$ cat src/rtl/mem_arb_pkg.sv
// Shared constants and state encoding for the fetch/data memory arbiter.
// The starvation counter is 2 bits wide, so the starvation limit must stay at or below 3.
package mem_arb_pkg;

   localparam int unsigned DATA_W           = 16;
   localparam int unsigned STARVE_W         = 2;
   localparam int unsigned STARVE_LIMIT_DEF = 2;

   localparam logic [2:0] ST_IDLE    = 3'd0;
   localparam logic [2:0] ST_ISSUE_I = 3'd1;
   localparam logic [2:0] ST_ISSUE_D = 3'd2;
   localparam logic [2:0] ST_WAIT_I  = 3'd3;
   localparam logic [2:0] ST_WAIT_D  = 3'd4;

   typedef enum logic [2:0] {
      IDLE    = ST_IDLE,
      ISSUE_I = ST_ISSUE_I,
      ISSUE_D = ST_ISSUE_D,
      WAIT_I  = ST_WAIT_I,
      WAIT_D  = ST_WAIT_D
   } arb_state_e;

   function automatic logic is_fetch_state(input arb_state_e s);
      return (s == ISSUE_I) || (s == WAIT_I);
   endfunction

   function automatic logic is_data_state(input arb_state_e s);
      return (s == ISSUE_D) || (s == WAIT_D);
   endfunction

endpackage

$ cat src/rtl/mem_arb_starve_ctr.sv
// Saturating count of consecutive data grants made while a fetch was waiting.
// A clear request takes priority over an increment request.
module mem_arb_starve_ctr
   import mem_arb_pkg::*;
#(
   parameter int unsigned LIMIT = STARVE_LIMIT_DEF
)
(
   input  logic clk,
   input  logic rst,
   input  logic inc_i,
   input  logic clr_i,
   output logic at_limit_o
);

   localparam logic [STARVE_W-1:0] LIMIT_C = STARVE_W'(LIMIT);

   logic [STARVE_W-1:0] cnt_q, cnt_d;

   always_comb begin
      cnt_d = cnt_q;
      if (clr_i) begin
         cnt_d = '0;
      end else if (inc_i && (cnt_q < LIMIT_C)) begin
         cnt_d = cnt_q + 1'b1;
      end
   end

   always_ff @(posedge clk or negedge rst) begin
      if (!rst) begin
         cnt_q <= '0;
      end else begin
         cnt_q <= cnt_d;
      end
   end

   assign at_limit_o = (cnt_q >= LIMIT_C);

endmodule

$ cat src/rtl/mem_arbiter.sv
// Arbitrates the single memory port between instruction fetch and data access.
// Data has priority; a bounded starvation counter guarantees fetch progress.
module mem_arbiter
   import mem_arb_pkg::*;
#(
   parameter int unsigned STARVE_LIMIT = STARVE_LIMIT_DEF
)
(
   input  logic              clk,
   input  logic              rst,
   input  logic              if_req,
   input  logic [DATA_W-1:0] if_addr,
   input  logic              if_flush,
   output logic [DATA_W-1:0] if_rdata,
   output logic              if_done,
   output logic              if_stall,
   input  logic              dm_req,
   input  logic              dm_wr,
   input  logic [DATA_W-1:0] dm_addr,
   input  logic [DATA_W-1:0] dm_wdata,
   output logic [DATA_W-1:0] dm_rdata,
   output logic              dm_done,
   output logic              dm_stall,
   output logic [DATA_W-1:0] mem_addr,
   output logic [DATA_W-1:0] mem_wdata,
   output logic              mem_rd,
   output logic              mem_wr,
   input  logic [DATA_W-1:0] mem_rdata,
   input  logic              mem_done,
   input  logic              mem_err,
   output logic              err
);

   arb_state_e        state_q, state_d;
   logic [DATA_W-1:0] mem_addr_q, mem_addr_d;
   logic [DATA_W-1:0] mem_wdata_q, mem_wdata_d;
   logic [DATA_W-1:0] if_rdata_q, dm_rdata_q;
   logic              dir_q, dir_d;
   logic              cancel_q, cancel_d;
   logic              err_q, err_d;

   logic in_idle, in_fetch, in_data;
   logic fetch_ok, at_limit, grant_i, grant_d;
   logic cancel_now, fetch_drop, data_drop;

   assign in_idle    = (state_q == IDLE);
   assign in_fetch   = is_fetch_state(state_q);
   assign in_data    = is_data_state(state_q);
   assign cancel_now = cancel_q | if_flush;

   // A flush in the arbitration cycle only blocks that cycle's fetch grant.
   assign fetch_ok = if_req & ~if_flush;
   assign grant_i  = in_idle & fetch_ok & (~dm_req | at_limit);
   assign grant_d  = in_idle & dm_req & ~(fetch_ok & at_limit);

   mem_arb_starve_ctr #(
      .LIMIT      (STARVE_LIMIT)
   ) u_starve_ctr (
      .clk        (clk),
      .rst        (rst),
      .inc_i      (grant_d & if_req),
      .clr_i      (grant_i | (grant_d & ~if_req)),
      .at_limit_o (at_limit)
   );

   always_comb begin
      state_d = state_q;
      mem_rd  = 1'b0;
      mem_wr  = 1'b0;
      if_done = 1'b0;
      dm_done = 1'b0;
      case (state_q)
         IDLE: begin
            if (grant_d) begin
               state_d = ISSUE_D;
            end else if (grant_i) begin
               state_d = ISSUE_I;
            end
         end
         ISSUE_I, WAIT_I: begin
            mem_rd = (state_q == ISSUE_I);
            if (mem_done) begin
               state_d = IDLE;
               if_done = ~cancel_now;
            end else begin
               state_d = WAIT_I;
            end
         end
         ISSUE_D, WAIT_D: begin
            mem_rd = (state_q == ISSUE_D) & ~dir_q;
            mem_wr = (state_q == ISSUE_D) &  dir_q;
            if (mem_done) begin
               state_d = IDLE;
               dm_done = 1'b1;
            end else begin
               state_d = WAIT_D;
            end
         end
         default: begin
            state_d = IDLE;
         end
      endcase
   end

   // A fetch that has been flushed may legally drop its request early.
   assign fetch_drop = in_fetch & ~if_req & ~cancel_now;
   assign data_drop  = in_data & ~dm_req;

   always_comb begin
      mem_addr_d  = mem_addr_q;
      mem_wdata_d = mem_wdata_q;
      dir_d       = dir_q;
      if (grant_d) begin
         mem_addr_d  = dm_addr;
         mem_wdata_d = dm_wdata;
         dir_d       = dm_wr;
      end else if (grant_i) begin
         mem_addr_d  = if_addr;
         mem_wdata_d = '0;
         dir_d       = 1'b0;
      end

      cancel_d = cancel_q;
      if (in_fetch) begin
         if (mem_done) begin
            cancel_d = 1'b0;
         end else if (if_flush) begin
            cancel_d = 1'b1;
         end
      end

      err_d = err_q
            | (mem_done & mem_err)
            | (mem_done & in_idle)
            | fetch_drop
            | data_drop;
   end

   always_ff @(posedge clk or negedge rst) begin
      if (!rst) begin
         state_q     <= IDLE;
         mem_addr_q  <= '0;
         mem_wdata_q <= '0;
         dir_q       <= 1'b0;
         cancel_q    <= 1'b0;
         err_q       <= 1'b0;
         if_rdata_q  <= '0;
         dm_rdata_q  <= '0;
      end else begin
         state_q     <= state_d;
         mem_addr_q  <= mem_addr_d;
         mem_wdata_q <= mem_wdata_d;
         dir_q       <= dir_d;
         cancel_q    <= cancel_d;
         err_q       <= err_d;
         if (if_done) begin
            if_rdata_q <= mem_rdata;
         end
         if (dm_done) begin
            dm_rdata_q <= mem_rdata;
         end
      end
   end

   // Read data is forwarded in the done cycle and held from the register afterwards.
   assign if_rdata  = if_done ? mem_rdata : if_rdata_q;
   assign dm_rdata  = dm_done ? mem_rdata : dm_rdata_q;
   assign if_stall  = rst & if_req & ~if_done;
   assign dm_stall  = rst & dm_req & ~dm_done;
   assign mem_addr  = mem_addr_q;
   assign mem_wdata = mem_wdata_q;
   assign err       = err_q;

endmodule

$ cat config.mk
export PLATFORM = sky130hd
export DESIGN_NAME = mem_arbiter
export DESIGN_NICKNAME = d
export VERILOG_FILES = /design/src/rtl/mem_arb_pkg.sv /design/src/rtl/mem_arb_starve_ctr.sv /design/src/rtl/mem_arbiter.sv
export SDC_FILE = /design/constraint.sdc
export NUM_CORES = 1
export LEC_CHECK = 0
export CORE_UTILIZATION = 37
export CTS_BUF_LIST = sky130_fd_sc_hd__clkbuf_16
export DETAILED_ROUTE_END_ITERATION = 8
export MAX_ROUTING_LAYER = met4
export PLACE_DENSITY = 0.77
export REMOVE_ABC_BUFFERS = 1
export SYNTH_ARGS = -nofsm -noshare
export SYNTH_HDL_FRONTEND = slang
export SYNTH_SLANG_ARGS = --single-unit
export TNS_END_PERCENT = 1
$ cat constraint.sdc
create_clock -name clk -period 1.8 [get_ports clk]
set_clock_uncertainty 0.05 [all_clocks]
set_input_delay 0.36 -clock clk [delete_from_list [all_inputs] [get_ports clk]]
set_output_delay 0.36 -clock clk [all_outputs]
set_load 0.01 [all_outputs]
==> impl_metrics.ini, run 1 <==
[critical_path]
crit_start = state_q[2]
critPathLaunchType = register
crit_path_required_time_ps = 1390
critical-path-slowest-cell = dfrtp_1
r2r_cell_count = 6
worst-r2r-setup-slack_ps = -150
endpoint = if_rdata[3]
criticalPathCategory = register to primary output
cp_endpoint_kind = primary output
cell_chain_critical_path = buf_6 -> and2b_2 -> nand3_4 -> clkbuf_16 -> mux2_2 -> buf_2
r2r_start = state_q[2]
crit-reg2reg-capture = mem_addr[10]
cp.arrival_ps = 1860
cpPeakStageDelay_ps = 410
worstPathMaxFanout = 9

[min_path]
holdCritPathClass = primary input to asynchronous set/reset pin

[place]
gp_congestion = 0.789
dpl_worst_slack_ps = -790
dpl.hpwl_microns = 5680
post_dp_cell_area_sq_um = 4710
total_of_buffers_placed_on_input_and_output_ports = 142

[clocking]
cts.hold.buffers_added = 0
number_of_clock_sinks_seen_by_cts = 72
cts_root_buffer = clkbuf_16
cts_tree = done
cts_buffers = 9
cts_htree_levels = 3
path_clk_slew_ps = 60
clkLatencyLatePin_ps = 320
cts_buffer_depth = 2

[floorplanning]
effective_utilization_at_floorplan_pct = 38.7
coreArea_sq_um = 7850
rows = 32
chipWidth_microns = 92.6
top_level_ports = 143
die-height_microns = 92.6
die_area_sq_um = 8570

[detailed_routing]
vias = 2584
routedWlPerCell_microns = 16.1
drt_drc_violations_left = 0
drt-total-wl_microns = 8420
final_antenna_net_count = 0
drt_pass1_iterations = 5
dr_iter_0_viols = 120
detail_route.vias_per_cell = 4.95

[yosys]
synth_top_cell_by_area = dfrtp_1
synth.yosys.seq_area_share_pct = 59.3
post_synth_num_cell_types = 36
synth_area_leaders = dfrtp_1 59%, mux2_2 8.9%, inv_1 6.6%
synth_cells = 243
synthesis.area_per_instance_sq_um = 12.5
synth-warning-count = 0
syn_area_sq_um = 3040
synthesized_flop_and_latch_total = 72
synth_top_area_share_pct = 59.3

[timing]
totalNegativeSetupSlack_ps = -17190
finalHoldViolCount = 0
final_worst_path_period_need_ps = 2270
worstMarginPinSlew_ps = 894
setup_viol = 53
fmax_mhz = 440
final.period_utilization_pct = 126
final-max-slew-violation-count = 0
grt_setup_unrepaired = yes
post-route-worst-setup-slack_ps = -471
normalized_max_slew_margin_pct = 40.4

[power_and_ir_drop]
power_report.internal_total_uw = 6190
p_leak_uw = 0.00254
power.share.switching_pct = 32.2
power.net_switching_uw = 2940
power.combinational.fraction_pct = 51.2
pwr_density_cell_nw_per_um2 = 1760
seq_power_share_pct = 29.6
power.total_uw = 9140
vdd.ir_drop.worst_mv = 0.749
share_of_power_burned_in_the_clock_network_pct = 19.2

[run_status]
violated_checks = setup timing
status = finished, violations left

[global_routing]
number_of_global_route_vias_before_repair = 2648
globalRouteTotalUtil_pct = 21.0
grt_start_max_net_pins = 73
grt_pass1_wl_microns = 13300
gr-total-overflow = 0
initial_antenna_violation_count = 0

[layout]
finalNetCount = 488
syn2layout_area_growth_pct = 70.7
final_cell_area_sq_um = 5180
insertedDiodeCount = 0
drive_above_1_share_pct = 30.2

[run]
cap_violations = 0
-- worst min-delay path by stage --
stage               slack [ps]             end
detailed placement         430   dm_rdata_q[7]
floorplan                   10        cancel_q
global route               330     mem_addr[4]
CTS                        280   mem_wdata[14]
finish                     240     mem_addr[4]
global placement           420  dm_rdata_q[11]
-- per-stage QoR --
stage               utilization (%)  instances  hold slack [ps]
finish                         66.1        522              241
global route                   66.1        522              330
CTS                            64.4        518              283
detailed placement             60.1        496              426
global placement               60.1        496              419
floorplan                         -        231             14.4
-- cells in the mapped netlist --
library cell	number
a222oi_1	16
o21ai_0	2
clkbuf_1	2
nor3b_2	2
mux2_2	24
nor3_1	1
and3_1	1
inv_1	53
a22o_1	17
a21o_1	1
nor3b_1	2
o21a_1	1
a21oi_1	3
o211a_1	1
o2111ai_1	1
dfrtp_1	72
mux2_1	8
a31oi_1	1
a32o_1	1
nor2_1	6
nand4_1	1
nand2b_1	2
xor2_1	1
nand3_2	1
and2b_2	1
mux2i_1	1
o21ai_1	1
o211ai_1	2
buf_4	2
nor2b_1	2
buf_6	3
nor3_4	1
or4_1	1
buf_2	5
nand2_1	3
ha_1	1
-- worst max-delay path: cells and delay by family, from the launching register on --
family / cells / cell delay, ps
buf+inv: 3 / 450
flops: 1 / 410
simple gates: 2 / 340
mux: 1 / 340
-- layout by cell type (no fill, tap or decap), drive strengths merged --
cell type	Yosys	routed
a21o	1	1
a21oi	3	3
a222oi	16	16
a22o	17	17
a31oi	1	1
a32o	1	1
and2b	1	1
and3	1	1
buf	10	66
bufinv	0	1
clkbuf	2	13
clkdlybuf4s50	0	103
clkinv	0	4
clkinvlp	0	1
dfrtp	72	72
ha	1	1
inv	53	54
mux2	32	32
mux2i	1	1
nand2	3	3
nand2b	2	2
nand3	1	1
nand4	1	1
nor2	6	6
nor2b	2	2
nor3	2	2
nor3b	4	4
o2111ai	1	1
o211a	1	1
o211ai	2	2
o21a	1	1
o21ai	3	3
or4	1	1
xor2	1	1
-- cell families (layout without fill, tap and decap cells) --
kind of cell / Yosys count / after routing / synth area share, %
simple gates: 24 / 24 / 5.23
fa+ha+maj: 1 / 1 / 0.412
flops: 72 / 72 / 59.3
xor+xnor: 1 / 1 / 0.288
compound gates: 47 / 47 / 13.3
buf+inv: 65 / 242 / 9.23
mux: 33 / 33 / 12.2
-- flip-flops by register name, summed over array words and instances, names as in the netlist --
signal              cells
err                     1
if_rdata_q             16
u_starve_ctr.cnt_q      2
state_q                 3
dir_q                   1
mem_addr               16
dm_rdata_q             16
mem_wdata              16
cancel_q                1
-- metal layers --
layer,GRT usage (%),share of wire [%],vias to the layer above
met5,-,0,-
met3,5.91,7.7,10
met2,33.8,49,127
met4,7.16,1.6,0
met1,25.3,42,1259
li1,-,-,1188
-- power by group through the flow --
stage	sequential [uW]	combinational (uW)	clock (uW)
3_5_place_dp	2700	4260	0
2_1_floorplan	2840	1670	0
3_3_place_gp	2680	4160	0
5_1_grt	2790	5010	1870
4_1_cts	2700	4450	1800
6_report	2710	4680	1750
-- final cells by class --
cell class                      instances  area (sq um)
Sequential cell                        72          1800
Timing Repair Buffer                  173          1700
Clock buffer                            9           225
Clock inverter                          7          70.1
Fill cell                             595          2660
Tap cell                              102           128
Multi-Input combinational cell        106          1060
Inverter                               53           199
-- timing repair --
item	4_1_cts	5_1_grt
pin swaps	11	9
endpoints found under the setup margin	54	72
gates cloned	1	2
gates resized for setup	169	32
buffers inserted	5	4
(Power assumes the default switching activity.)
==> run 2, diff against run 1 <==
CORE_ASPECT_RATIO = 1.2   (was default)
==> run 2 against run 1 <==
  * The flow finishes with violations (DRC, setup timing)
  * Global-route usage increased by 0.057 points
  * Sequential cell count is the same
  * Via count is essentially flat
  * Highest routed layer unchanged
==> impl_metrics.ini, run 2 (same netlist as run 1, synthesis figures left out) <==
[power_and_ir_drop]
p_leak_uw = 0.00260
vdd.ir_drop.worst_mv = 0.784
pwr_density_cell_nw_per_um2 = 1800
power.total_uw = 9640

[layout]
most-common-layout-cells = 103 x clkdlybuf4s50_1, 71 x dfrtp_1, 52 x inv_1
drive_above_1_share_pct = 30.7
layout_commonest_cell = clkdlybuf4s50_1
insertedDiodeCount = 0
final-instance-count-excl-fill = 515
syn2layout_area_growth_pct = 76.0
finalNetCount = 491
post-route-util_pct = 68.6

[critical_path]
cpPeakStageDelay_ps = 390
cp.arrival_ps = 1920
crit-reg2reg-capture = mem_addr[5]
r2r_cell_count = 6
critical_path.most_common_cell = buf_6
worst-r2r-setup-slack_ps = 120
timing.critical_path.buf_inv = 3
cp_endpoint_kind = primary output
critPathLaunchType = register
crit_path_required_time_ps = 1390
cell_chain_critical_path = xor2_1 -> nor3b_4 -> buf_6 -> buf_12 -> mux2_4 -> buf_6
r2r_start = state_q[1]
criticalPathCategory = register to primary output
worstPathMaxFanout = 5
critical-path-top-delay-family = buffers and inverters
critical-path-slowest-cell = dfrtp_1

[clocking]
cts_root_buffer = clkbuf_16
cts_buffer_depth = 2
clkLatencyLatePin_ps = 320
cts_buffers = 9
path_clk_slew_ps = 60
cts_tree = done
cts_htree_levels = 3
number_of_clock_sinks_seen_by_cts = 72

[timing]
finalHoldViolCount = 0
final-max-slew-violation-count = 0
totalNegativeSetupSlack_ps = -17050
worstMarginPinSlew_ps = 851
fin_hold_ws_ps = 209
post-route-worst-setup-slack_ps = -526
final_worst_path_period_need_ps = 2330
setup_viol = 36
grt_setup_unrepaired = yes
final.period_utilization_pct = 129
fmax_mhz = 430
normalized_max_slew_margin_pct = 43.3

[global_routing]
grt_start_max_net_pins = 67
globalRouteTotalUtil_pct = 21.0
number_of_global_route_vias_before_repair = 2738
grt_pass1_wl_microns = 13500
initial_antenna_violation_count = 0
gr-total-overflow = 0

[detailed_routing]
drt_drc_violations_left = 10
vias = 2582
drt_pass1_iterations = 8
drt-total-wl_microns = 8590
routedWlPerCell_microns = 16.7
detail_route.vias_per_cell = 5.01
dr_iter_0_viols = 182
final_antenna_net_count = 0

[place]
dpl.hpwl_microns = 5470
dpl.cell_count = 485
total_of_buffers_placed_on_input_and_output_ports = 142
gp_congestion = 0.770

[min_path]
holdCritPathClass = primary input to asynchronous set/reset pin

[floorplanning]
effective_utilization_at_floorplan_pct = 39.0
die_area_sq_um = 8580
top_level_ports = 143
rows = 35
coreArea_sq_um = 7790
chipWidth_microns = 84.7
die-height_microns = 101

[run]
cap_violations = 0

[run_status]
violated_checks = DRC, setup timing
status = finished, violations left
run 2: cell count changes in the layout (fill, tap and decap cells not counted), moves of 3 or more:
cell | before | now
buf_16 | 0 | 4
buf_4 | 23 | 20
buf_6 | 28 | 35
buf_2 | 12 | 7
run 2: worst max-delay path by stage:
stage / startpoint / endpoint / depth (start not counted)
floorplan: state_q[1] / dm_rdata[0] / 3
global placement: mem_done / dm_rdata[1] / 6
detailed placement: mem_done / dm_rdata[1] / 6
CTS: state_q[2] / if_rdata[14] / 6
global route: state_q[1] / dm_rdata[1] / 6
finish: state_q[1] / dm_rdata[1] / 6
run 2: area by class of cell:
| type | instances | area, sq um |
|---|---|---|
| clock buffers | 9 | 225 |
| inverters | 53 | 199 |
| well taps | 92 | 115 |
| repair buffers | 176 | 1840 |
| clock inverters | 7 | 120 |
| fillers | 580 | 2450 |
| multi-input cells | 106 | 1040 |
| flip-flops and latches | 72 | 1800 |
run 2: timing repair:
action | 4_1_cts | 5_1_grt
gates resized for setup | 210 | 3
setup endpoints to repair | 38 | 45
endpoints found under the hold margin | 6 | 0
cloned | 4 | 0
pin swaps | 2 | 9
hold buffers | 1 | 0
buffers inserted | 6 | 3
run 2: per-layer routing:
layer  global-route usage [%]  vias up  part of all wire, %  wire [microns]
met1                     25.1     1258                   40            3420
met2                     36.0      119                   52            4470
li1                         -     1194                    -               -
met5                        -        -                    0               0
met3                     3.75       11                  6.7             576
met4                     7.43        0                  1.5             125
run 2: metrics by stage:
step	setup slack (ps)	area (sq um)
2_1_floorplan	-559	2960
3_3_place_gp	-769	4710
3_5_place_dp	-806	4710
4_1_cts	-540	5320
5_1_grt	-599	5340
6_report	-526	5340
run 2: power by group:
| part | switching [uW] | internal (uW) | total, uW |
|---|---|---|---|
| Combinational | 1980 | 2890 | 4870 |
| Clock | 680 | 1360 | 2030 |
| Sequential | 357 | 2370 | 2730 |
| Total | 3020 | 6620 | 9640 |
